$ cat src/rtl/rr_stream_arbiter_pkg.sv
// Shared types and helpers for the round-robin packet stream arbiter.
// Bus widths are derived locally from each module's parameters.
package rr_stream_arbiter_pkg;

  typedef enum logic {
    ARB  = 1'b0,
    LOCK = 1'b1
  } arb_state_e;

  // Increment an index and wrap it back to zero at n.
  function automatic int wrap_inc(input int idx, input int n);
    return (idx + 1 >= n) ? 0 : idx + 1;
  endfunction

endpackage

$ cat src/rtl/rr_stream_arbiter_onehot_mux.sv
// AND-OR data selector for N lanes of DW bits, steered by a one-hot select.
// An all-zero select yields all-zero data.
module onehot_mux #(
  parameter int DW = 8,
  parameter int N  = 4
) (
  input  logic [N-1:0]    sel,
  input  logic [N*DW-1:0] data,
  output logic [DW-1:0]   y
);

  always_comb begin
    y = '0;
    for (int j = 0; j < N; j++) begin
      y = y | (data[j*DW +: DW] & {DW{sel[j]}});
    end
  end

endmodule

$ cat src/rtl/rr_stream_arbiter.sv
// Packet-aware round-robin arbiter: N valid/ready streams merged into one registered output.
// The current winner keeps the grant until its last beat has been accepted.
module rr_stream_arbiter
  import rr_stream_arbiter_pkg::*;
#(
  parameter int DW = 8,
  parameter int N  = 4
) (
  input  logic                 clk,
  input  logic                 rst,
  input  logic [N-1:0]         i_valid,
  input  logic [N-1:0]         i_last,
  input  logic [N*DW-1:0]      i_data,
  output logic [N-1:0]         i_ready,
  output logic                 o_valid,
  input  logic                 o_ready,
  output logic [DW-1:0]        o_data,
  output logic                 o_last,
  output logic [$clog2(N)-1:0] o_id,
  output arb_state_e           state,
  output logic [$clog2(N)-1:0] ptr
);

  localparam int IW = $clog2(N);

  // Handshake: a beat moves on any port in a cycle where its valid and ready are
  // both 1. i_ready comes only from the grant and output-stage space, never from
  // o_valid of the next cycle, and o_valid is driven purely from a register.

  arb_state_e     state_q;
  logic [IW-1:0]  ptr_q;
  logic [N-1:0]   gnt_q;
  logic [N-1:0]   rr_gnt;
  logic [N-1:0]   eff_gnt;
  logic [IW-1:0]  gnt_idx;
  logic [DW-1:0]  mux_data;
  logic           sel_last;
  logic           can_load;
  logic           accept;

  // First requesting index at or above ptr, wrapping from N-1 back to 0.
  always_comb begin : rr_search
    logic          found;
    logic [IW-1:0] idx;
    int            s;
    rr_gnt = '0;
    found  = 1'b0;
    idx    = '0;
    s      = 0;
    for (int k = 0; k < N; k++) begin
      s = int'(ptr_q) + k;
      if (s >= N) s = s - N;
      idx = IW'(s);
      if (!found && i_valid[idx]) begin
        rr_gnt[idx] = 1'b1;
        found       = 1'b1;
      end
    end
  end

  assign eff_gnt = (state_q == LOCK) ? gnt_q : rr_gnt;

  always_comb begin
    gnt_idx = '0;
    for (int j = 0; j < N; j++) begin
      if (eff_gnt[j]) gnt_idx = gnt_idx | IW'(j);
    end
  end

  onehot_mux #(
    .DW(DW),
    .N (N)
  ) u_mux (
    .sel (eff_gnt),
    .data(i_data),
    .y   (mux_data)
  );

  assign can_load = !o_valid || o_ready;
  assign i_ready  = rst ? '0 : (eff_gnt & {N{can_load}});
  assign accept   = |(i_ready & i_valid);
  assign sel_last = |(eff_gnt & i_last);

  always_ff @(posedge clk) begin
    if (rst) begin
      state_q <= ARB;
      ptr_q   <= '0;
      gnt_q   <= '0;
      o_valid <= 1'b0;
      o_data  <= '0;
      o_last  <= 1'b0;
      o_id    <= '0;
    end else begin
      if (accept) begin
        o_valid <= 1'b1;
        o_data  <= mux_data;
        o_last  <= sel_last;
        o_id    <= gnt_idx;
        if (sel_last) begin
          // Packet complete: release the lock and rotate priority past the winner.
          state_q <= ARB;
          gnt_q   <= '0;
          ptr_q   <= IW'(wrap_inc(int'(gnt_idx), N));
        end else begin
          state_q <= LOCK;
          gnt_q   <= eff_gnt;
        end
      end else if (o_ready) begin
        o_valid <= 1'b0;
      end
    end
  end

  assign state = state_q;
  assign ptr   = ptr_q;

endmodule

$ cat config.mk
export PLATFORM = sky130hd
export DESIGN_NAME = rr_stream_arbiter
export DESIGN_NICKNAME = d
export VERILOG_FILES = /design/src/rtl/rr_stream_arbiter_pkg.sv /design/src/rtl/rr_stream_arbiter_onehot_mux.sv /design/src/rtl/rr_stream_arbiter.sv
export SDC_FILE = /design/constraint.sdc
export NUM_CORES = 1
export LEC_CHECK = 0
export CORE_ASPECT_RATIO = 1.4
export CORE_MARGIN = 2
export CORE_UTILIZATION = 35
export DETAILED_ROUTE_END_ITERATION = 8
export PLACE_DENSITY = 0.73
export SLEW_MARGIN = 20
export SYNTH_ARGS = -nofsm -noshare
export SYNTH_HDL_FRONTEND = slang
export SYNTH_SLANG_ARGS = --single-unit
export TNS_END_PERCENT = 100
$ cat constraint.sdc
create_clock -name clk -period 3.7 [get_ports clk]
set_input_delay 0.74 -clock clk [delete_from_list [all_inputs] [get_ports clk]]
set_output_delay 0.74 -clock clk [all_outputs]
set_load 0.02 [all_outputs]
### Word-level counts from Yosys, hierarchy flattened

Cells that the tools add are included.

| cells by class | value |
|---|---|
| add/sub/neg operators | 8 |
| bitwise operators | 13 |
| reductions and logical operators | 16 |
| order comparisons | 13 |
| multiplexer cells | 37 |

Operator list:

| operator | count |
|---|---|
| 8-bit AND | 4 |
| 4-bit 2-to-1 mux | 7 |
| 8-bit bitwise OR | 3 |
| 1-bit 2-to-1 mux | 15 |
| 2-bit 2-to-1 mux | 7 |
| 4-bit AND | 3 |
| 3-bit >= comparator, second input constant | 4 |
| 2-bit by 3-bit less-than comparator with 1-bit output, second input constant | 4 |
| 4-bit bitwise OR | 3 |
| 1-bit binary-select mux with 2-bit select | 4 |
| 1-bit demux with 2-bit select | 4 |
| 2-bit by 1-bit >= comparator with 1-bit output, second input constant | 4 |
| 4-bit OR reduction | 2 |
| 2-bit by 1-bit subtractor with 2-bit output, second input constant | 4 |
| 1-bit logical AND | 7 |
| 2-bit by 1-bit adder with 3-bit output, second input constant | 2 |
| 2-bit by 2-bit adder with 3-bit output, second input constant | 2 |
| 1-bit zero test | 4 |
| 2-bit by 3-bit >= comparator with 1-bit output, second input constant | 1 |
| 2-bit AND reduction | 1 |
| 2-bit nonzero test | 1 |
| 1-bit logical OR | 1 |

| word-level totals | value |
|---|---|
| word-level logic and storage cells | 94 |
| register bits | 19 |
| output and inout bits | 19 |

### Depth between registers and ports, before layout

| logic depth | value |
|---|---|
| depth in word-level cells | 21 |
| gate-level depth with buffers | 10 |

### Modules after synthesis

From an unflattened synthesis, not the netlist that was laid out.

| second synthesis, totals | value |
|---|---|
| cells, all modules | 168 |
| area total of the unflattened synthesis | 1492.7 um2 |

Modules (own cells, without submodules):

| module | instances | area each (um2) | sequential area each (um2) | cells each |
|---|---|---|---|---|
| rr_stream_arbiter | 1 | 1322.5 | 380.4 | 140 |
| onehot_mux | 1 | 170.2 | 0.0 | 28 |

### Worst setup path after synthesis

No wires, ideal clock.

| timing path | value |
|---|---|
| path kind | register to output |
| from | reg ptr_q[0], in the netlist ptr[0] |
| to | out i_ready[1] |
| required time | 2.960 ns |
| arrival time | 2.874 ns |
| slack | 0.086 ns |
| path buffers | 1 |
| stages on the path, launching flop included | 9 |
| cell sequence | dfxtp_1 -> inv_1 -> ha_1 -> or3b_1 -> a2111o_1 -> a21oi_1 -> o31a_2 -> clkbuf_1 -> and2_1 |

| between the ends | value |
|---|---|
| longest elaborated chain between the ends | 17 |
| elaborated cells between the ends (all ways) | 62 |

RTL lines:

| element | RTL line | RTL |
|---|---|---|
| from (decl) | rr_stream_arbiter.sv:31 | `logic [IW-1:0] ptr_q;` |
| from (signal assigned) | rr_stream_arbiter.sv:103 | `ptr_q <= IW'(wrap_inc(int'(gnt_idx), N));` |
| branches (longest 13 deep; another with 2-bit by 1-bit adder with 3-bit output) | n/a |  |
| 4-bit 2-to-1 mux (*) | rr_stream_arbiter.sv:54 | `if (!found && i_valid[idx]) begin` |
| 4-bit 2-to-1 mux (*) | rr_stream_arbiter.sv:61 | `assign eff_gnt = (state_q == LOCK) ? gnt_q : rr_gnt;` |
| 4-bit AND (*) | rr_stream_arbiter.sv:80 | `assign i_ready = rst ? '0 : (eff_gnt & {N{can_load}});` |
| 4-bit 2-to-1 mux (*) | rr_stream_arbiter.sv:80 |  |
| to (decl) | rr_stream_arbiter.sv:14 | `output logic [N-1:0] i_ready,` |

Every way passes the cells marked *. The select of a mux whose other input is x is not followed.

### Worst setup path in the final report

| timing path | value |
|---|---|
| from | in i_valid[2] |
| to | out i_ready[0] |

| between the ends | value |
|---|---|
| longest elaborated chain between the ends | 15 |
| elaborated cells between the ends (all ways) | 27 |

RTL lines:

| element | RTL line | RTL |
|---|---|---|
| from (decl) | rr_stream_arbiter.sv:11 | `input logic [N-1:0] i_valid,` |
| 1-bit binary-select mux with 2-bit select | rr_stream_arbiter.sv:54 |  |
| 1-bit 2-to-1 mux (not written as such) | rr_stream_arbiter.sv:54 |  |
| 1-bit 2-to-1 mux | rr_stream_arbiter.sv:54 |  |
| 1-bit zero test | rr_stream_arbiter.sv:54 |  |
| 1-bit logical AND | rr_stream_arbiter.sv:54 |  |
| 1-bit 2-to-1 mux | rr_stream_arbiter.sv:54 |  |
| 1-bit zero test | rr_stream_arbiter.sv:54 |  |
| 1-bit logical AND | rr_stream_arbiter.sv:54 |  |
| 1-bit 2-to-1 mux | rr_stream_arbiter.sv:54 |  |
| 1-bit zero test | rr_stream_arbiter.sv:54 |  |
| 1-bit logical AND | rr_stream_arbiter.sv:54 |  |
| 4-bit 2-to-1 mux (*) | rr_stream_arbiter.sv:54 |  |
| 4-bit 2-to-1 mux (*) | rr_stream_arbiter.sv:61 |  |
| 4-bit AND (*) | rr_stream_arbiter.sv:80 |  |
| 4-bit 2-to-1 mux (*) | rr_stream_arbiter.sv:80 |  |

Mark *: on every way between the ends. The rest lies on a longest branch, timed or not. The select of a mux whose other input is x is not followed.

==> impl_metrics.env <==
export IMPL_rr_worst_depth=10
export IMPL_layout_nets=294
export IMPL_layout_commonest_cell="clkdlybuf4s50_1"
export IMPL_wl_per_cell_um=15.7
export IMPL_clkSinkCount=19
export IMPL_final_setup_viol_count=0
export IMPL_fin_crit_sh_pct=97.9
export IMPL_rsz0062_at_grt="false"
export IMPL_cp_end_kind="output port"
export IMPL_drv_slew=0
export IMPL_overflow=0
export IMPL_cp_cell_sequence="dlygate4sd2_1 -> mux4_2 -> buf_4 -> a211o_1 -> o31a_1 -> and2_1 -> dlygate4sd2_1"
export IMPL_pwr_share_seq_pct=16.7
export IMPL_hold_class="flip-flop to flip-flop"
export IMPL_hold_violations=0
export IMPL_place_gp_congestion=0.927
export IMPL_worstMarginPinSlew_ns=0.544
export IMPL_cap_violations=0
export IMPL_clk_latency_ns=0.26
export IMPL_p_switching_uw=1030
export IMPL_cp_slowest_stage_delay_ns=0.59
export IMPL_cp_top_family="buffers and inverters"
export IMPL_leakage_uw=0.000927
export IMPL_slowest_stage="mux4_2"
export IMPL_ys_warn_count=0
export IMPL_ys_ff_latch=19
export IMPL_drc=0
export IMPL_tritoncts="built"
export IMPL_path_clk_slew_ns=0.07
export IMPL_combinationalPowerShare_pct=76.5
export IMPL_antenna_found_initial=0
export IMPL_p_sw_share_pct=47.2
export IMPL_pwr_density_cell_nw_per_um2=883
export IMPL_crit_buf_inv=3
export IMPL_synth_edf_count=0
export IMPL_syn_instance_count=166
export IMPL_placed_area_um2=2430
export IMPL_p_int_uw=1160
export IMPL_worstHoldStart="gnt_q[0]"
export IMPL_cts_buffers=3
export IMPL_maxSlewHeadroom_pct=63.3
export IMPL_critPathMostFrequentCell="dlygate4sd2_1"
export IMPL_synth_seq_area_share_pct=23.1
export IMPL_io_pin_count=62
export IMPL_firstDrtPassIters=4
export IMPL_required_ns=2.96
export IMPL_postRouteAntennaNets=0
export IMPL_fp_dieW_um=62.0
export IMPL_final_cell_mix="53 x clkdlybuf4s50_1, 22 x buf_4, 19 x dfxtp_1, 18 x a22oi_1, 10 x nor3_2"
export IMPL_rows=29
export IMPL_cts_root_buffer="clkbuf_8"
export IMPL_cp_max_fo=8
export IMPL_cts_path_max_buffers=2
export IMPL_async_flop_share_pct=0
export IMPL_htreeDepth=1
export IMPL_hold_depth=1
export IMPL_die_area_um2=5280
export IMPL_final_cell_area_um2=2480
export IMPL_die_y_um=85.2
export IMPL_rrSetupSlack_ns=0.54
export IMPL_grt_max_degree=17
export IMPL_worstReg2RegEnd="gnt_q[2]"
export IMPL_start_util_pct=36.4
export IMPL_coreArea_um2=4540
export IMPL_track_usage_pct=18.9
export IMPL_pwr_share_clk_pct=6.8
export IMPL_fin_crit_ns=3.62
export IMPL_postCtsHoldBufs=0
export IMPL_syn_avg_cell_area_um2=9.93
export IMPL_fin_skew_ns=0.00147
export IMPL_hold_path_end="gnt_q[0]"
export IMPL_max_vdd_ir_drop_v=0.000370
export IMPL_wl_um=4800
export IMPL_r2r_start="ptr[0]"
export IMPL_route_vias_total=1679
export IMPL_fmax_mhz=276
export IMPL_synth_flop_cell="dfxtp_1"
export IMPL_dp_hpwl_um=3680
export IMPL_area_growth_pct=50.7
export IMPL_final_core_util_pct=54.8
export IMPL_grt_pass1_vias=1648
export IMPL_grt_pass1_wl_um=7600
export IMPL_critPathLaunchType="input pin"
export IMPL_cp_depth=7
export IMPL_synth_cell_types=58
export IMPL_cp_arrival_ns=2.88
export IMPL_antenna_cells=0
export IMPL_whs_ns=0.473
export IMPL_syn_area_um2=1650
export IMPL_io_buffers=61
export IMPL_synth_nets=216
export IMPL_via_per_inst=5.50
export IMPL_drt_iter0_markers=46
export IMPL_drive_gt1_share_pct=26.7
export IMPL_crit_type="input pin to output port"
export IMPL_outcome="completed"
flip-flops by register name, indices dropped and copies added, names as in the netlist:
| register | count |
|---|---|
| o_data | 8 |
| gnt_q | 4 |
| o_id | 2 |
| ptr | 2 |
| o_last | 1 |
| o_valid | 1 |
| state | 1 |
power groups by stage:
stage          logic (uW)  clock network [uW]  registers, uW
4_1_cts              1680                 153            369
6_report             1680                 148            367
3_3_place_gp         1670                   0            368
5_1_grt              1800                 163            378
2_1_floorplan        1020                   0            469
3_5_place_dp         1680                   0            373
layer usage:
| layer | up-vias | wire length (um) | track usage, % |
|---|---|---|---|
| met5 | - | 0 | 0 |
| met4 | 0 | 97 | 7.16 |
| met3 | 11 | 265 | 3.96 |
| met2 | 56 | 2520 | 32.8 |
| met1 | 803 | 1920 | 21.7 |
| li1 | 809 | - | - |
how the worst max path moves through the flow:
| stage | start | endpoint | slack [ns] |
|---|---|---|---|
| 2_1_floorplan | ptr[0] | i_ready[1] | 0.09 |
| 3_3_place_gp | i_valid[2] | i_ready[0] | -0.35 |
| 3_5_place_dp | i_valid[2] | i_ready[0] | -0.37 |
| 4_1_cts | i_valid[2] | i_ready[0] | 0.08 |
| 5_1_grt | i_valid[2] | i_ready[0] | 0.01 |
| 6_report | i_valid[2] | i_ready[0] | 0.08 |
synthesized netlist by cell type (all sizes together) (2+ instances only):
cell type | n | area, um^2
a211oi | 3 | 37.5
a21boi | 3 | 22.5
a21oi | 2 | 10.0
a22oi | 18 | 135
a311oi | 8 | 114
a32o | 4 | 41.3
a32oi | 2 | 25.0
and2 | 7 | 43.8
buf | 6 | 53.8
clkbuf | 4 | 18.8
dfxtp | 19 | 380
ha | 7 | 87.6
inv | 8 | 30.0
mux2 | 4 | 45.0
mux2i | 4 | 52.6
mux4 | 2 | 45.0
nand2 | 5 | 21.3
nand2b | 9 | 56.3
nor2 | 5 | 18.8
nor3 | 15 | 136
o21ai | 2 | 10.0
o311ai | 3 | 26.3
o31a | 3 | 28.8
o31ai | 2 | 15.0
area by class of cell:
type | instances | area [um^2]
clock inverters | 1 | 5.00
repair buffers | 84 | 786
fillers | 444 | 2050
well taps | 62 | 77.6
multi-input cells | 128 | 1160
inverters | 8 | 30.0
clock buffers | 3 | 41.3
flip-flops and latches | 19 | 380
cells by family (layout without fill, tap and decap cells):
kind of cell             count (synthesis)  after routing  synth area share, %
flip-flops                              19             19                 23.1
adder cells (fa/ha/maj)                  7              7                 5.31
AND/OR/NAND/NOR                         49             49                 20.3
XOR/XNOR                                 1              1                0.531
buffers and inverters                   19             96                 6.83
AO/OA/AOI/OAI                           61             61                 35.4
multiplexers                            10             10                 8.65
through the flow:
stage	total power [uW]	std cells	setup slack (ns)	setup TNS, ns
2_1_floorplan	1490	166	0.0861	0
3_3_place_gp	2030	300	-0.355	-1.08
3_5_place_dp	2050	300	-0.368	-1.22
4_1_cts	2200	305	0.0846	0
5_1_grt	2340	305	0.0140	0
6_report	2190	305	0.0775	0
worst reg2reg max path, delay by kind of cell (launching register included):
| kind | cells | cell delay [ns] |
|---|---|---|
| compound gates | 5 | 1.59 |
| buf+inv | 2 | 0.28 |
| simple gates | 2 | 0.49 |
| flops | 1 | 0.34 |
| fa+ha+maj | 1 | 0.37 |
timing repair:
action	in CTS	in global routing
buffers inserted	1	0
setup endpoints to repair	4	0
endpoints found under the hold margin	0	0
gates resized for setup	10	0
Note: power is estimated with default switching activity, not from simulation.
